## config.mk

```make
export PLATFORM = sky130hd
export DESIGN_NAME = iter_alu
export DESIGN_NICKNAME = d
export VERILOG_FILES = /design/src/rtl/iter_alu.sv
export SDC_FILE = /design/constraint.sdc
export NUM_CORES = 1
export LEC_CHECK = 0
export CORE_MARGIN = 8
export CORE_UTILIZATION = 48
export DETAILED_ROUTE_END_ITERATION = 16
export PLACE_DENSITY = 0.77
export SYNTH_ARGS = -nofsm -noshare
export SYNTH_HDL_FRONTEND = slang
export SYNTH_SLANG_ARGS = --single-unit
export TNS_END_PERCENT = 10
```

## constraint.sdc

```tcl
create_clock -name clk -period 4.67 [get_ports clk]
set_input_delay 0.934 -clock clk [delete_from_list [all_inputs] [get_ports clk]]
set_output_delay 0.934 -clock clk [all_outputs]
set_load 0.02 [all_outputs]
```

## src/rtl/iter_alu.sv

```systemverilog
// iter_alu: one-hot ALU with iterative unsigned multiply/divide.
// Base ops complete one cycle after acceptance. MUL/MULHU/DIVU/REMU
// iterate WIDTH steps on a shared 2*WIDTH working register. Results are
// held in y while out_valid is high, until the consumer takes them.
module iter_alu #(
  parameter int WIDTH = 32
) (
  input  logic             clk,
  input  logic             rst,
  input  logic             in_valid,
  output logic             in_ready,
  input  logic [15:0]      f,
  input  logic [WIDTH-1:0] a,
  input  logic [WIDTH-1:0] b,
  output logic [WIDTH-1:0] y,
  output logic             out_valid,
  input  logic             out_ready
);

  localparam int SH_W = $clog2(WIDTH);

  // Iterative op codes kept in op_r; bit 1 distinguishes divide from multiply.
  localparam logic [1:0] OP_MUL   = 2'd0;
  localparam logic [1:0] OP_MULHU = 2'd1;
  localparam logic [1:0] OP_DIVU  = 2'd2;
  localparam logic [1:0] OP_REMU  = 2'd3;

  typedef enum logic [1:0] {
    IDLE = 2'd0,
    CALC = 2'd1,
    DONE = 2'd2
  } state_t;

  state_t             state_r, state_s;
  logic [WIDTH-1:0]   y_r, y_s;
  logic [WIDTH-1:0]   opb_r, opb_s;
  logic [2*WIDTH-1:0] prod_r, prod_s;
  logic [SH_W-1:0]    cnt_r, cnt_s;
  logic [1:0]         op_r, op_s;

  logic               accept_s;
  logic               sub_s;
  logic [WIDTH-1:0]   b_eff_s;
  logic [WIDTH-1:0]   sum_s;
  logic               carry_s;
  logic               ovf_s;
  logic [WIDTH-1:0]   base_s;
  logic               is_iter_s;
  logic [1:0]         iter_op_s;
  logic               div0_s;
  logic [WIDTH:0]     mul_sum_s;
  logic [WIDTH:0]     rem_sh_s;
  logic               div_ge_s;
  logic [WIDTH-1:0]   div_diff_s;
  logic [2*WIDTH-1:0] step_s;
  logic [WIDTH-1:0]   iter_res_s;

  assign in_ready  = (state_r == IDLE) || ((state_r == DONE) && out_ready);
  assign accept_s  = in_valid && in_ready;
  assign out_valid = (state_r == DONE);
  assign y         = y_r;

  // Shared adder: SUB, SLTU and SLT all evaluate a + ~b + 1.
  always_comb begin
    sub_s              = f[1] | f[2] | f[3];
    b_eff_s            = sub_s ? ~b : b;
    {carry_s, sum_s}   = {1'b0, a} + {1'b0, b_eff_s} + {{WIDTH{1'b0}}, sub_s};
    ovf_s              = (a[WIDTH-1] == b_eff_s[WIDTH-1]) && (sum_s[WIDTH-1] != a[WIDTH-1]);
  end

  // Single-cycle result; any f that is not exactly one base-op bit yields zero.
  always_comb begin
    base_s = {WIDTH{1'b0}};
    case (f)
      16'h0001: base_s = sum_s;
      16'h0002: base_s = sum_s;
      16'h0004: base_s = {{(WIDTH-1){1'b0}}, ~carry_s};
      16'h0008: base_s = {{(WIDTH-1){1'b0}}, sum_s[WIDTH-1] ^ ovf_s};
      16'h0010: base_s = a & b;
      16'h0020: base_s = a | b;
      16'h0040: base_s = ~(a | b);
      16'h0080: base_s = a ^ b;
      16'h0100: base_s = a << b[SH_W-1:0];
      16'h0200: base_s = a >> b[SH_W-1:0];
      16'h0400: base_s = $signed(a) >>> b[SH_W-1:0];
      16'h0800: base_s = b;
      default:  base_s = {WIDTH{1'b0}};
    endcase
  end

  // Recognise the four iterative ops and the divide-by-zero shortcut.
  always_comb begin
    is_iter_s = 1'b0;
    iter_op_s = OP_MUL;
    case (f)
      16'h1000: begin is_iter_s = 1'b1; iter_op_s = OP_MUL;   end
      16'h2000: begin is_iter_s = 1'b1; iter_op_s = OP_MULHU; end
      16'h4000: begin is_iter_s = 1'b1; iter_op_s = OP_DIVU;  end
      16'h8000: begin is_iter_s = 1'b1; iter_op_s = OP_REMU;  end
      default:  begin is_iter_s = 1'b0; iter_op_s = OP_MUL;   end
    endcase
    div0_s = is_iter_s && iter_op_s[1] && (b == {WIDTH{1'b0}});
  end

  // One iteration step. Multiply: prod = {acc, multiplier}, add-then-shift-right.
  // Divide: prod = {remainder, dividend/quotient}, shift-left-then-trial-subtract.
  always_comb begin
    mul_sum_s  = {1'b0, prod_r[2*WIDTH-1:WIDTH]} +
                 (prod_r[0] ? {1'b0, opb_r} : {(WIDTH+1){1'b0}});
    rem_sh_s   = {prod_r[2*WIDTH-1:WIDTH], prod_r[WIDTH-1]};
    div_ge_s   = (rem_sh_s >= {1'b0, opb_r});
    // Only used when rem_sh_s >= divisor, so the difference fits in WIDTH bits.
    div_diff_s = rem_sh_s[WIDTH-1:0] - opb_r;
    if (op_r[1]) begin
      if (div_ge_s) begin
        step_s = {div_diff_s, prod_r[WIDTH-2:0], 1'b1};
      end else begin
        step_s = {rem_sh_s[WIDTH-1:0], prod_r[WIDTH-2:0], 1'b0};
      end
    end else begin
      step_s = {mul_sum_s, prod_r[WIDTH-1:1]};
    end
  end

  // Pick the wanted half of the working register after the final step.
  always_comb begin
    case (op_r)
      OP_MUL:   iter_res_s = step_s[WIDTH-1:0];
      OP_MULHU: iter_res_s = step_s[2*WIDTH-1:WIDTH];
      OP_DIVU:  iter_res_s = step_s[WIDTH-1:0];
      OP_REMU:  iter_res_s = step_s[2*WIDTH-1:WIDTH];
      default:  iter_res_s = {WIDTH{1'b0}};
    endcase
  end

  // Next-state and datapath-load logic for the IDLE/CALC/DONE controller.
  always_comb begin
    state_s = state_r;
    y_s     = y_r;
    opb_s   = opb_r;
    prod_s  = prod_r;
    cnt_s   = cnt_r;
    op_s    = op_r;
    case (state_r)
      IDLE, DONE: begin
        if (accept_s) begin
          opb_s  = b;
          prod_s = {{WIDTH{1'b0}}, a};
          cnt_s  = {SH_W{1'b0}};
          op_s   = iter_op_s;
          if (div0_s) begin
            state_s = DONE;
            y_s     = (iter_op_s == OP_DIVU) ? {WIDTH{1'b1}} : a;
          end else if (is_iter_s) begin
            state_s = CALC;
          end else begin
            state_s = DONE;
            y_s     = base_s;
          end
        end else if ((state_r == DONE) && out_ready) begin
          state_s = IDLE;
        end else begin
          state_s = state_r;
        end
      end
      CALC: begin
        prod_s = step_s;
        cnt_s  = cnt_r + {{(SH_W-1){1'b0}}, 1'b1};
        if (cnt_r == SH_W'(WIDTH - 1)) begin
          state_s = DONE;
          y_s     = iter_res_s;
        end else begin
          state_s = CALC;
        end
      end
      default: begin
        state_s = IDLE;
      end
    endcase
  end

  // State and datapath registers; reset aborts any op in flight.
  always_ff @(posedge clk or posedge rst) begin
    if (rst) begin
      state_r <= IDLE;
      y_r     <= {WIDTH{1'b0}};
      opb_r   <= {WIDTH{1'b0}};
      prod_r  <= {(2*WIDTH){1'b0}};
      cnt_r   <= {SH_W{1'b0}};
      op_r    <= 2'd0;
    end else begin
      state_r <= state_s;
      y_r     <= y_s;
      opb_r   <= opb_s;
      prod_r  <= prod_s;
      cnt_r   <= cnt_s;
      op_r    <= op_s;
    end
  end

endmodule

```

==> results of run 1 <==
[cell type report]
| class | instances | area [sq um] | share of cell area |
|---|---|---|---|
| clock inverters | 9 | 161.4 | 0.006899 |
| multi-input cells | 2123 | 14890 | 0.6364 |
| clock buffers | 23 | 488.0 | 0.02086 |
| well taps | 532 | 665.6 | 0.02845 |
| repair buffers | 383 | 3266 | 0.1396 |
| inverters | 130 | 493.0 | 0.02107 |
| flip-flops and latches | 137 | 3432 | 0.1467 |
[power by group through the flow]
stage | registers, mW | logic (mW) | clock network, mW
finish | 1.37 | 2.06 | 1.51
global route | 1.37 | 2.21 | 1.56
CTS | 1.36 | 1.99 | 1.51
detailed placement | 1.38 | 1.98 | 0
global placement | 1.38 | 1.95 | 0
floorplan | 1.37 | 1.19 | 0
[critical path, delay by kind of cell]
| kind | cells | cell delay (ns) |
|---|---|---|
| and+or+nand+nor | 4 | 0.59 |
| xor gates and xnor gates | 1 | 0.12 |
| buffers and inverters | 3 | 0.75 |
| muxes | 1 | 0.26 |
| adders and majority gates | 1 | 0.26 |
| AOI/OAI and AO/OA | 7 | 1.90 |
[cell usage after synthesis, drive strengths merged, types with 5 or more instances]
master and count:
nand2 267, a211oi 38, a31oi 20, nor3b 6
xnor2 76, o211ai 45, a211o 9, o22ai 27
and2 47, ha 163, a32o 5, o2111ai 12
xor2 29, nor2b 15, nor3 52, a21oi 186
nand4 30, nor2 251, a2111oi 14, and3 24
a31o 5, a22oi 18, nor4 26, o31ai 14
dfrtp 137, mux4 48, nand3 77, o21bai 14
o21ai 248, a221o 6, a21o 56, a221oi 44
o221ai 7, o21a 19, buf 77, clkbuf 114
a311oi 6, nand2b 16, or3 10, or2 9
mux2 35, o311ai 7, inv 128, mux2i 74
[layer usage]
layer  wire [um]  share of wire  track usage  vias to the layer above
met5          10        0.00011            0                        -
met4        4891          0.055       0.1887                        2
met1       34850           0.39       0.4726                    10800
met3        9359           0.11      0.06463                      238
li1            -              -            -                     9929
met2       39720           0.45       0.5748                     1436
[placed cells by master (no fill, tap or decap), drive strengths merged, types with 9 or more instances in the layout]
cell type	n
a2111oi	14
a211o	9
a211oi	38
a21o	56
a21oi	186
a221oi	44
a22oi	18
a31oi	20
and2	47
and3	24
buf	271
clkbuf	23
clkdlybuf4s50	111
dfrtp	137
ha	163
inv	129
mux2	35
mux2i	74
mux4	48
nand2	267
nand2b	16
nand3	77
nand4	30
nor2	251
nor2b	15
nor3	52
nor4	26
o2111ai	12
o211ai	45
o21a	19
o21ai	248
o21bai	14
o22ai	27
o31ai	14
or2	9
or3	10
xnor2	76
xor2	29
[kinds of logic (layout without fill, tap and decap cells)]
family / after synthesis / in the layout
AOI/OAI and AO/OA: 841 / 841
and+or+nand+nor: 854 / 854
adders and majority gates: 166 / 166
xor gates and xnor gates: 105 / 105
muxes: 157 / 157
buffers and inverters: 321 / 545
DFF: 137 / 137
[sequential cells by signal, summed over array words and instances (netlist names)]
signal   cells
y           32
state_r      2
opb_r       32
prod_r      64
op_r         2
cnt_r        5
[path summary, 6_finish.rpt]
kind | end | slack, ns
hold / removal | y[7]$_DFFE_PP0P_ | 0.49
max in group asynchronous | prod_r[58]$_DFFE_PP0P_ | 2.81
hold reg to reg | y[7]$_DFFE_PP0P_ | 0.49
setup / recovery | y[30]$_DFFE_PP0P_ | 0.16
setup reg to reg | y[31]$_DFFE_PP0P_ | 0.31
min in group asynchronous | prod_r[2]$_DFFE_PP0P_ | 1.01
[through the flow]
step | setup TNS [ns] | std cells
after detailed placement | -1.515 | 3302
final | 0 | 3337
after global placement | -1.113 | 3302
after global routing | 0 | 3337
after CTS | 0 | 3334
after floorplan | 0 | 2581
[what timing repair did]
action / 4_1_cts / 5_1_grt
setup buffers: 0 / 3
setup endpoints to repair: 0 / 5
resized for setup: 0 / 13
==> impl_metrics.toml, run 1 <==
[run_status]
status = "complete, no violations"

[power_and_ir_drop]
swShare = 0.3745
intPower_mw = 3.090
power_frac_clock = 0.306
fin_total_pwr_mw = 4.940
power_density_nw_per_um2 = 211.1
power.leakage_nw = 10.38
combPwrFrac = 0.417
switchingPower_mw = 1.850
ir_worst_vdd_mv = 0.2560
seqPwrFrac = 0.276

[critical_path]
required_ns = 4.98
cp_common_cell = "or2_4"
cp_slowest_stage_delay_ns = 0.43
startpoint_type = "primary input"
reg2regPathDepth = 13
critPathKind = "primary input to register"
crit_path_max_fanout = 10
cp_cell_sequence = "clkdlybuf4s50_1 -> or2_4 -> nor2_4 -> buf_12 -> buf_4 -> xnor2_1 -> ha_1 -> a21o_1 -> a221o_1 -> a221oi_2 -> a21oi_2 -> o41ai_4 -> or2_4 -> nor3_1 -> a2111oi_2 -> mux2i_1 -> o211ai_1"
cp_slowest_cell = "clkdlybuf4s50_1"
end_kind = "register"
r2r-start = "prod_r[0]$_DFFE_PP0P_"
cp-startpoint = "f[2]"
critical_path_arrival_ns = 4.82

[die]
rows = 74
die_w_um = 217.7
die_y_um = 217.7
num_io_pins = 118
initial_utilization = 0.4827
design.core.area_sq_um = 40460
die_area_sq_um = 47400

[cells_and_area]
fillers = 3699
finalCoreUtilization = 0.5782
fin_nets = 3042
final_area_sq_um = 23400
drive_gt1_frac = 0.1590
area_growth_syn_to_layout_pct = 19.79
diodes = 0

[logic_synthesis]
synth.avg_cell_area_sq_um = 7.567
ys_seq_area_frac = 0.1755
synthCells = 2581
synth_top_cell_by_area = "dfrtp_1"
async_flop_share = 1.000
syn-num-nets = 2831
yosysWarnings = 0
synth_compound_area_frac = 0.2798
synth_ff_type = "dfrtp_1"
ys_types = 99
synthSimpleGateAreaFrac = 0.2091
synthAdderAreaFrac = 0.1075
synth_edf_count = 0
synth_top_area_share = 0.1755
synth_area_leaders = "dfrtp_1 (18%), ha_1 (10%), o21ai_0 (6.0%)"
ys_seq_elements = 137
synthMuxAreaShare = 0.1135
synth_top_family_by_area = "compound AO/OA/AOI/OAI gates"
synth_xor_area_frac = 0.04709
syn_area_sq_um = 19530

[sta]
finalCriticalPeriod_ns = 4.508
tightest_slew_ns = 1.016
min_period_over_period = 0.9652
setup_slack_ns = 0.1625
fin_hold_ws_ns = 0.4933
hold_violations = 0
rsz0062_at_grt = "no"
max_freq_ghz = 0.2219
slew_headroom = 0.3224
final-max-slew-violation-count = 0
fin_skew_ns = 0.009661
setup_viol = 0

[clock_tree]
cts_sinks = 137
insertion_delay_ns = 0.45
clk_pin_slew_ns = 0.07
cts_made_buffers = 17
clk_path_buf_depth = 2
tritoncts = "done"
ctsHoldBuffers = 0
cts_max_level = 4
clockRootBuffer = "clkbuf_16"

[global_routing]
antenna_found_initial = 1
grt_first_pass_wirelength_um = 133100
first_global_vias = 21560
grt_max_degree = 90
grt_usage = 0.3643
grt.overflow.total = 0

[worst_hold_path]
hold_class = "register to register"
worstHoldPathCells = 2
hp-start = "y[7]$_DFFE_PP0P_"

[routing]
vias_per_cell = 6.715
drtIter0Drc = 3220
ant_nets = 0
vias = 22410
route.detailed.drc = 0
wl_per_cell_um = 26.62
drt_first_pass_iters = 6
postRouteWirelength_um = 88830

[placed_design]
gp_congestion = 1.090
place_hpwl_um = 69470
placed_area_sq_um = 22670
dp_worst_setup_slack_ns = -0.3994
io_buffer_count = 117

[flow_run]
cap_violations = 0
(Power assumes the default switching activity.)
==> inputs of run 2 (changes only) <==
--- a/config.mk
+++ b/config.mk
@@ -6,9 +6,9 @@
 export NUM_CORES = 1
 export LEC_CHECK = 0
 export CORE_MARGIN = 8
-export CORE_UTILIZATION = 48
+export CORE_UTILIZATION = 50
 export DETAILED_ROUTE_END_ITERATION = 16
-export PLACE_DENSITY = 0.77
+export PLACE_DENSITY = 0.8
 export SYNTH_ARGS = -nofsm -noshare
 export SYNTH_HDL_FRONTEND = slang
 export SYNTH_SLANG_ARGS = --single-unit
==> run 2 against run 1 <==
Register-to-register slack improved by 0.15 ns. Sequential share of layout area hardly changed. Via count up 0.41%. Setup slack got worse by 0.021 ns. Design area about the same. Non-clock buffer count up 9. Global-route usage grew 2.6 points. First-iteration DRC count down 13%. Critical path depth increased by 1. Core utilization rose by 2.7 points. Largest power group unchanged.
==> impl_metrics.toml, run 2 (synthesis results as in run 1) <==
[run_status]
status = "complete, no violations"

[routing]
wl_met3_um = 9273
route.detailed.drc = 0
postRouteWirelength_um = 90540
wl_met2_um = 39770
routed.top_layer = "met4"
drt_first_pass_iters = 6
vias_per_cell = 6.753
wl_met1_um = 35450
ant_nets = 0
drtIter0Drc = 2814
vias = 22500
wl_per_cell_um = 27.17

[placed_design]
dp_worst_setup_slack_ns = -0.3580
gp_congestion = 1.050
io_buffer_count = 117
placed_area_sq_um = 22770
place_hpwl_um = 70350

[die]
die_w_um = 213.6
num_io_pins = 118
die_area_sq_um = 45640
initial_utilization = 0.5054
design.core.area_sq_um = 38650
rows = 72
die_y_um = 213.6

[global_routing]
grt_first_pass_wirelength_um = 135000
grt.overflow.total = 0
grt_max_degree = 91
grt_usage = 0.3900
first_global_vias = 21660
antenna_found_initial = 0

[sta]
fin_hold_ws_ns = 0.4858
min_period_over_period = 0.9697
rsz0062_at_grt = "yes"
tightest_slew_ns = 1.179
final-max-slew-violation-count = 0
setup_viol = 0
setup_slack_ns = 0.1413
max_freq_ghz = 0.2208
slew_headroom = 0.1937
hold_violations = 0
fin_skew_ns = 0.007486
finalCriticalPeriod_ns = 4.529

[cells_and_area]
final_cell_mix = "buf_4 (266), nand2_1 (265), nor2_1 (248)"
fin_nets = 3051
final_common_cell = "buf_4"
diodes = 0
final_area_sq_um = 23400
largest_register_ffs = 64
max_flop_register = "prod_r"
drive_gt1_frac = 0.1610
fillers = 3499
area_growth_syn_to_layout_pct = 19.83

[critical_path]
worstPathBufferInverterCount = 4
cp_slowest_stage_delay_ns = 0.50
startpoint_type = "primary input"
regToRegEndpoint = "y[29]$_DFFE_PP0P_"
reg2reg_setup_slack_ns = 0.46
critPathKind = "primary input to register"
crit_path_max_fanout = 6
cp_cell_sequence = "clkdlybuf4s50_1 -> or2_1 -> nor2_4 -> buf_12 -> buf_4 -> xnor2_1 -> ha_1 -> buf_4 -> o211ai_1 -> nor3_1 -> nand2_1 -> o211ai_1 -> nand2_1 -> a31oi_1 -> o22ai_1 -> a211oi_1 -> o21ai_0 -> a21o_1"
cp_slowest_cell = "o211ai_1"
required_ns = 5.00
end_kind = "register"
reg2regPathDepth = 13
critical_path_arrival_ns = 4.86
r2r-start = "prod_r[0]$_DFFE_PP0P_"
path_delay_family = "compound AO/OA/AOI/OAI gates"

[worst_hold_path]
whs_endpoint = "y[7]$_DFFE_PP0P_"
worstHoldPathCells = 2
hold_class = "register to register"
hp-start = "y[7]$_DFFE_PP0P_"

[power_and_ir_drop]
power_density_nw_per_um2 = 206.8
power.leakage_nw = 10.41
ir_worst_vdd_mv = 0.2549

[clock_tree]
cts_sinks = 137
clk_path_buf_depth = 2
cts_made_buffers = 17
clk_pin_slew_ns = 0.06
cts_max_level = 4
ctsHoldBuffers = 0
clockRootBuffer = "clkbuf_16"
insertion_delay_ns = 0.44
tritoncts = "done"

[flow_run]
cap_violations = 0
-- run 2: cell types whose count changed in the layout (fill, tap and decap cells not counted), moves of 3 or more --
cell and delta:
buf_12 +3, buf_4 +6, clkinv_2 +3, inv_6 +3
-- run 2: worst register-to-register path: cells and delay by family (launching register included) --
family | cells | cell delay [ns]
muxes | 1 | 0.40
AOI/OAI and AO/OA | 9 | 2.46
buffers and inverters | 1 | 0.23
and+or+nand+nor | 1 | 0.22
adders and majority gates | 1 | 0.39
DFF | 1 | 0.39
-- run 2: report_power, final --
part           switching (mW)  internal (mW)
registers              0.0783           1.28
clock network           0.567          0.834
logic                    1.22          0.857
-- run 2: worst max path at each step --
stage,end,slack [ns],depth (start not counted),startpoint
floorplan,y[30]$_DFFE_PP0P_,0.05,17,f[3]
global placement,y[30]$_DFFE_PP0P_,-0.31,17,f[3]
detailed placement,y[30]$_DFFE_PP0P_,-0.36,17,f[3]
CTS,y[30]$_DFFE_PP0P_,0.05,17,f[3]
global route,y[25]$_DFFE_PP0P_,-0.03,19,f[3]
finish,y[27]$_DFFE_PP0P_,0.14,18,f[3]
-- run 2: metal layers --
metal,track usage,vias to the layer above
met5,0,-
met4,0.2278,0
met3,0.07776,308
met2,0.6009,1485
met1,0.5043,10750
li1,-,9953
-- run 2: what timing repair did --
item | 4_1_cts | 5_1_grt
setup buffers | 0 | 1
gates resized for setup | 0 | 5
setup endpoints to repair | 0 | 5
-- run 2: through the flow --
stage	power (mW)	cells	TNS (ns)	util
6_report	4.841	3332	0	0.6056
2_1_floorplan	2.560	2581	0	-
4_1_cts	4.790	3331	0	0.6048
5_1_grt	5.046	3332	-0.02661	0.6056
3_5_place_dp	3.381	3299	-1.994	0.5892
3_3_place_gp	3.357	3299	-1.300	0.5892
-- run 2: layout make-up --
type,instances,area [sq um],area share
Multi-Input combinational cell,2123,14860,0.6349
Sequential cell,137,3432,0.1466
Timing Repair Buffer,392,3368,0.1439
Tap cell,518,648.1,0.02769
Inverter,130,493.0,0.02106
Clock buffer,20,466.7,0.01994
Clock inverter,12,136.4,0.005827
==> inputs of run 3 (changes only) <==
--- a/config.mk
+++ b/config.mk
@@ -5,6 +5,7 @@
 export SDC_FILE = /design/constraint.sdc
 export NUM_CORES = 1
 export LEC_CHECK = 0
+export CAP_MARGIN = 20
 export CORE_MARGIN = 8
 export CORE_UTILIZATION = 50
 export DETAILED_ROUTE_END_ITERATION = 16
==> run 3 against run 2 <==
Final cell count barely moved. Critical endpoint is now y[30]$_DFFE_PP0P_. Critical path depth fell by 1. Largest power group unchanged. Worst hold slack got worse by 0.0031 ns. Maximum frequency rose by 0.59%. Setup slack improved by 0.027 ns. Highest routed layer unchanged.
==> impl_metrics.toml, run 3 (synthesis results as in run 1) <==
[routing]
drtIter0Drc = 2889
vias_per_cell = 6.769
ant_nets = 0
drt_first_pass_iters = 9
postRouteWirelength_um = 91040
vias = 22570
route.detailed.drc = 0
wl_per_cell_um = 27.31

[cells_and_area]
fin_cells = 3334
final_area_sq_um = 23430
multi_input_comb_area_sq_um = 14860
fillers = 3495
fin_nets = 3053
max_flop_register = "prod_r"
final_cell_mix = "buf_4 (266), nand2_1 (265), nor2_1 (248)"
area_growth_syn_to_layout_pct = 19.97
largest_register_ffs = 64
drive_gt1_frac = 0.1612
diodes = 0
final_common_cell = "buf_4"
seq_area_sq_um = 3432

[die]
design.core.area_sq_um = 38650
die_area_sq_um = 45640
initial_utilization = 0.5054
rows = 72
num_io_pins = 118
die_y_um = 213.6
die_w_um = 213.6

[critical_path]
cp_slowest_cell = "fa_1"
required_ns = 4.98
reg2regPathDepth = 13
cp_cell_sequence = "clkdlybuf4s50_1 -> or2_1 -> nor2_4 -> buf_12 -> buf_4 -> xnor2_1 -> fa_1 -> a211oi_2 -> o211ai_1 -> a311oi_2 -> a21oi_1 -> o41ai_2 -> or2_2 -> nor3_1 -> a2111oi_2 -> mux2i_1 -> o211ai_1"
critPathKind = "primary input to register"
regToRegEndpoint = "y[29]$_DFFE_PP0P_"
crit_path_max_fanout = 6
r2r-start = "prod_r[0]$_DFFE_PP0P_"
critical_path_arrival_ns = 4.81
cp_slowest_stage_delay_ns = 0.43
reg2reg_setup_slack_ns = 0.36
end_kind = "register"
startpoint_type = "primary input"
cp_common_cell = "o211ai_1"

[sta]
setup_slack_ns = 0.1680
setup_viol = 0
min_period_over_period = 0.9640
finalCriticalPeriod_ns = 4.502
fin_skew_ns = 0.01029
final-max-slew-violation-count = 0
hold_violations = 0
slew_headroom = 0.3220
rsz0062_at_grt = "yes"
max_freq_ghz = 0.2221
tightest_slew_ns = 1.017

[clock_tree]
cts_sinks = 137
cts_made_buffers = 17
tritoncts = "done"
ctsHoldBuffers = 0
cts_max_level = 4
clockRootBuffer = "clkbuf_16"
clk_pin_slew_ns = 0.07
clk_path_buf_depth = 2
insertion_delay_ns = 0.45

[placed_design]
place_hpwl_um = 70350
dp_cells = 3299
gp_congestion = 1.050
placed_area_sq_um = 22770
io_buffer_count = 117
dp_worst_setup_slack_ns = -0.3580

[power_and_ir_drop]
power.leakage_nw = 10.42
ir_worst_vdd_mv = 0.2569
power_density_nw_per_um2 = 207.1
fin_total_pwr_mw = 4.853

[global_routing]
antenna_found_initial = 0
first_global_vias = 21660
grt_usage = 0.3900
grt.overflow.total = 0
grt_max_degree = 91
grt_first_pass_wirelength_um = 135000

[run_status]
status = "complete, no violations"

[worst_hold_path]
worstHoldPathCells = 2
hold_class = "register to register"
whs_endpoint = "y[7]$_DFFE_PP0P_"
hp-start = "y[7]$_DFFE_PP0P_"

[flow_run]
cap_violations = 0
==> run 3: worst max-delay path: cells and delay by family <==
kind | cells | cell delay (ns)
simple gates | 4 | 0.68
compound gates | 7 | 1.73
buf+inv | 3 | 0.70
fa+ha+maj | 1 | 0.43
xor+xnor | 1 | 0.10
mux | 1 | 0.23
==> run 3: how the worst max path moves through the flow <==
| stage | startpoint | to | depth (start not counted) |
|---|---|---|---|
| 5_1_grt | f[3] | y[25]$_DFFE_PP0P_ | 19 |
| 2_1_floorplan | f[3] | y[30]$_DFFE_PP0P_ | 17 |
| 4_1_cts | f[3] | y[30]$_DFFE_PP0P_ | 17 |
| 3_5_place_dp | f[3] | y[30]$_DFFE_PP0P_ | 17 |
| 3_3_place_gp | f[3] | y[30]$_DFFE_PP0P_ | 17 |
| 6_report | f[3] | y[30]$_DFFE_PP0P_ | 17 |
==> run 3: repair_timing <==
action | in CTS | in global routing
hold endpoints to repair | 0 | 0
gates resized for setup | 0 | 5
setup buffers | 0 | 1
setup endpoints to repair | 0 | 5
==> run 3: per-layer routing <==
| metal | wire length, um | share of wire | up-vias | GRT usage |
|---|---|---|---|---|
| met5 | 0 | 0 | - | 0 |
| met3 | 9701 | 0.11 | 298 | 0.07776 |
| li1 | - | - | 9959 | - |
| met2 | 39780 | 0.44 | 1499 | 0.6009 |
| met4 | 6008 | 0.066 | 0 | 0.2278 |
| met1 | 35550 | 0.39 | 10810 | 0.5043 |
==> run 3: power breakdown <==
group	internal, mW	switching (mW)
clock	0.834	0.573
sequential	1.28	0.0777
combinational	0.858	1.23
==> run 3: area by class of cell <==
type                            instances  share of cell area
Clock buffer                           20             0.01992
Multi-Input combinational cell       2123              0.6342
Timing Repair Buffer                  394              0.1449
Tap cell                              518             0.02766
Inverter                              130             0.02104
Clock inverter                         12            0.005820
Sequential cell                       137              0.1465
==> run 3: per-stage QoR <==
step / util / setup TNS (ns) / hold WS, ns
finish: 0.6063 / 0 / 0.4828
global route: 0.6063 / -0.02661 / 0.5288
CTS: 0.6048 / 0 / 0.4878
detailed placement: 0.5892 / -1.994 / 0.4733
global placement: 0.5892 / -1.300 / 0.4650
floorplan: - / 0 / 0.4494
==> variant 1 (config.mk and constraints of run 2) <==
`WIDTH`: 32 -> 16.
--- a/src/rtl/iter_alu.sv
+++ b/src/rtl/iter_alu.sv
@@ -5,3 +5,3 @@
 module iter_alu #(
-  parameter int WIDTH = 32
+  parameter int WIDTH = 16
 ) (
Ports: changed (resized a, b and y); port bits go from 118 to 70. The function was not compared with the original's and may differ.
==> variant 1 against run 2 <==
Synthesized area shrank 52%; power shrank 53%; worst hold slack gained 0.019 ns; combinational power shrank 58%; wire length shrank 58%; cell area shrank 54%; sequential cell count shrank 65; worst setup slack gained 0.47 ns; die area shrank 49%; count of clock-buffer cells in the layout shrank 11; critical endpoint is now y[14]$_DFFE_PP0P_; largest cell class unchanged; largest power group unchanged; highest routed layer is now met5.
==> variant 1: results (changes against run 2) <==
| Metric | Value |
|---|---|
| Outcome | `complete, no violations` |
| Data arrival time at the worst-slack endpoint | `4.28 ns (-0.58 ns)` |
| Worst hold path startpoint | `cnt_r[3]$_DFFE_PP0P_` |
| Distinct cell type count after synthesis | `98 (-1.0%)` |
| Number of antenna violations at the first check in global routing | `2 (+2)` |
| Area used by sequential logic in the layout | `0.00180 mm² (-48%)` |
| Clock buf/inv share | `2.68% (+0.11 points)` |
| Crit path capture | `y[14]$_DFFE_PP0P_` |
| Placement-stage worst setup slack | `0.338 ns (+0.696 ns)` |
| Wire length per cell after detailed routing | `25.8 µm (-4.9%)` |
| R2R setup slack | `0.96 ns (+0.50 ns)` |
| Crit. Startpoint | `f[1]` |
| Post-synthesis mux area share | `8.67% (-2.7 points)` |
| Static leakage | `4.50 nW (-57%)` |
| Slowest stage cell, crit path | `sky130_fd_sc_hd__clkdlybuf4s50_1` |
| CP peak stage delay | `0.56 ns (+0.06 ns)` |
| Worst slew slack as a fraction of its limit | `38.6% (+19 points)` |
| Number of tap instances | `234 (-55%)` |
| Sum of net half-perimeters after detailed placement | `28900 µm (-59%)` |
| XOR/XNOR share of the synthesized area | `4.88% (+0.17 points)` |
| Non-clock inverter total of the final layout | `61 (-53%)` |
| Clock skew | `0.00913 ns (+0.00165 ns)` |
| Number of fill cells | `1677 (-52%)` |
| Weighted congestion at the end of routability-driven global placement | `1.05 (-0.14%)` |
| Hold Crit Depth | `1 (-1)` |
[variant 1: cell count changes after synthesis, sizes merged, moves of 39 or more]
cell	change
nand2	-174
o21ai	-146
nor2	-144
a21oi	-109
ha	-82
clkbuf	-75
inv	-69
dfrtp	-65
buf	-46
mux2i	-46
a21o	-41
nand3	-39
[variant 1: report_power, final]
part | switching, mW | internal (mW) | leakage [nW] | total [mW]
Combinational | 0.515 | 0.349 | 3.45 | 0.864
Clock | 0.304 | 0.371 | 0.139 | 0.675
Sequential | 0.0466 | 0.674 | 0.914 | 0.720
[variant 1: per-layer routing]
metal	share of wire [%]	global-route usage (%)	up-vias	routed length, µm
met2	43	49.1	718	16500
met1	38	39.1	4789	14400
met3	11	7.06	210	4160
li1	-	-	4556	-
met4	8.1	22.8	2	3070
met5	0.034	0	-	13
==> variant 2 (config.mk and constraints of run 2) <==
Made on the original files. Remove the case item `16'h0100` of the case on `f`.
--- a/src/rtl/iter_alu.sv
+++ b/src/rtl/iter_alu.sv
@@ -82,3 +82,2 @@
       16'h0080: base_s = a ^ b;
-      16'h0100: base_s = a << b[SH_W-1:0];
       16'h0200: base_s = a >> b[SH_W-1:0];
Behaviour: not the same (Yosys sat finds a counterexample within 4 cycles, from zero or initial values and one cycle with rst high).
==> variant 2 against run 2 <==
Fmax increased by 3.1%; power decreased by 3.9%; critical path type unchanged; wire length decreased by 22%; worst setup slack improved by 0.14 ns; sequential share of layout area increased by 2.4 points; largest cell class unchanged; cell area decreased by 14%; synthesized area decreased by 14%; sequential cell count unchanged; worst hold slack improved by 0.018 ns.
==> variant 2: results (changes against run 2) <==
| Metric | Value |
|---|---|
| Placement-stage worst setup slack | `-0.135 ns (+0.223 ns)` |
| Worst hold path startpoint | `y[10]$_DFFE_PP0P_` |
| Share of flip-flops with an asynchronous set or reset after synthesis | `100% (unchanged)` |
| Top fanout value on the critical path | `3 (-3)` |
| Primary FF master, synth | `sky130_fd_sc_hd__dfrtp_1` |
| Number of cells traversed by the worst register-to-register path | `13 (unchanged)` |
| Startpoint of the worst register-to-register path | `opb_r[0]$_DFFE_PP0P_` |
| Master cell of the clock root buffer | `sky130_fd_sc_hd__clkbuf_16` |
| Clock tree buffer depth | `2 (unchanged)` |
| Synth area leaders | `sky130_fd_sc_hd__dfrtp_1 20%, sky130_fd_sc_hd__ha_1 12%, sky130_fd_sc_hd__o21ai_0 6.6%` |
| Number of flip-flops in the largest register | `64 (unchanged)` |
| Weighted congestion at the end of routability-driven global placement | `1.00 (-4.7%)` |
| Number of fill cells | `3012 (-14%)` |
| Number of DRC markers in iteration 0 | `2463 (-12%)` |
| Outcome | `complete, no violations` |
| Total routing usage reported by global routing | `35.1% (-3.9 points)` |
| Number of antenna violations at the first check in global routing | `2 (+2)` |
| Wire length per cell after detailed routing | `24.9 µm (-8.3%)` |
| Via count of the first global-routing pass | `18119 (-16%)` |
| Distinct cell type count after synthesis | `83 (-16%)` |
| Count of synthesis-stage warnings from yosys | `0 (unchanged)` |
| Share of post-route cells with drive strength above 1 | `12.0% (-4.1 points)` |
| Post-placement cell count | `2820 (-15%)` |
| Leading cell types by count after synthesis | `250 x sky130_fd_sc_hd__nand2_1, 222 x sky130_fd_sc_hd__o21ai_0, 214 x sky130_fd_sc_hd__nor2_1` |
| Worst slew slack as a fraction of its limit | `29.8% (+10 points)` |
| Most flop-heavy register | `prod_r` |
| H-tree depth | `4 (unchanged)` |
| Placed inst area | `0.0195 mm² (-14%)` |
| Vias after detailed routing | `19034 (-15%)` |
| Pin count of the biggest net entering global routing | `93 (+2.2%)` |
| GRT overflow | `0 (unchanged)` |
| Wire length of the first global-routing pass | `108000 µm (-20%)` |
| Routed wire length | `71000 µm (-22%)` |
| Largest vdd supply drop | `0.237 mV (-7.1%)` |
| CP peak stage delay | `0.45 ns (-0.05 ns)` |
| Source-to-sink clock delay at the later pin of the worst-skew pair | `0.44 ns (about the same)` |
| Static leakage | `8.85 nW (-15%)` |
| Clock skew | `0.00998 ns (+0.00249 ns)` |
| Hold Crit Depth | `1 (-1)` |
| Final layout net count | `2639 (-14%)` |
| Post-Syn Nets | `2469 (-13%)` |
| Sum of net half-perimeters after detailed placement | `54500 µm (-23%)` |
| Post-Synthesis Mean Instance Area | `7.60 µm² (+0.48%)` |
| Slowest stage cell, crit path | `sky130_fd_sc_hd__clkdlybuf4s50_1` |
| Data arrival time at the worst-slack endpoint | `4.71 ns (-0.15 ns)` |
| Final setup violation count | `0 (unchanged)` |
| Sequential area share after synthesis | `20.3% (+2.7 points)` |
| Crit. Startpoint | `f[1]` |
-- variant 2: routing by layer --
| metal | wire length [µm] | track usage (%) | up-vias |
|---|---|---|---|
| met4 | 3080 | 14.7 | 4 |
| met1 | 28700 | 47.1 | 9059 |
| li1 | - | - | 8532 |
| met5 | 30 | 0 | - |
| met2 | 31700 | 55.4 | 1242 |
| met3 | 7590 | 6.17 | 197 |
-- variant 2: final cells by class --
class	count	area, µm²	share of cell area (%)
clock inverter	10	190	0.945
multi-input combinational	1829	12500	62.2
timing repair buffer	285	2490	12.4
sequential	137	3430	17.0
tap	448	561	2.78
clock buffer	21	470	2.34
inverter	121	459	2.28
-- variant 2: final timing paths --
| check | end | slack, ns |
|---|---|---|
| worst max-delay path | y[18]$_DFFE_PP0P_ | 0.28 |
| worst min-delay path | y[10]$_DFFE_PP0P_ | 0.50 |
| worst max register to register | prod_r[59]$_DFFE_PP0P_ | 0.29 |
| worst min register to register | y[10]$_DFFE_PP0P_ | 0.50 |
| max in group asynchronous | op_r[1]$_DFFE_PP0P_ | 2.66 |
| min in group asynchronous | prod_r[7]$_DFFE_PP0P_ | 1.04 |
-- variant 2: power by group --
part | internal, mW | switching, mW
Combinational | 0.707 | 1.04
Sequential | 1.29 | 0.0716
Clock | 0.990 | 0.559
Total | 2.98 | 1.67
-- variant 2: cell families (layout without fill, tap and decap cells) --
group                      count (synthesis)  after routing  synth area share (%)
AOI/OAI and AO/OA                        740            740                  28.4
and+or+nand+nor                          718            718                  19.2
buffers and inverters                    255            437                  5.89
adders and majority gates                164            164                  12.3
DFF                                      137            137                  20.3
xor gates and xnor gates                 115            115                  5.96
muxes                                     92             92                  7.96
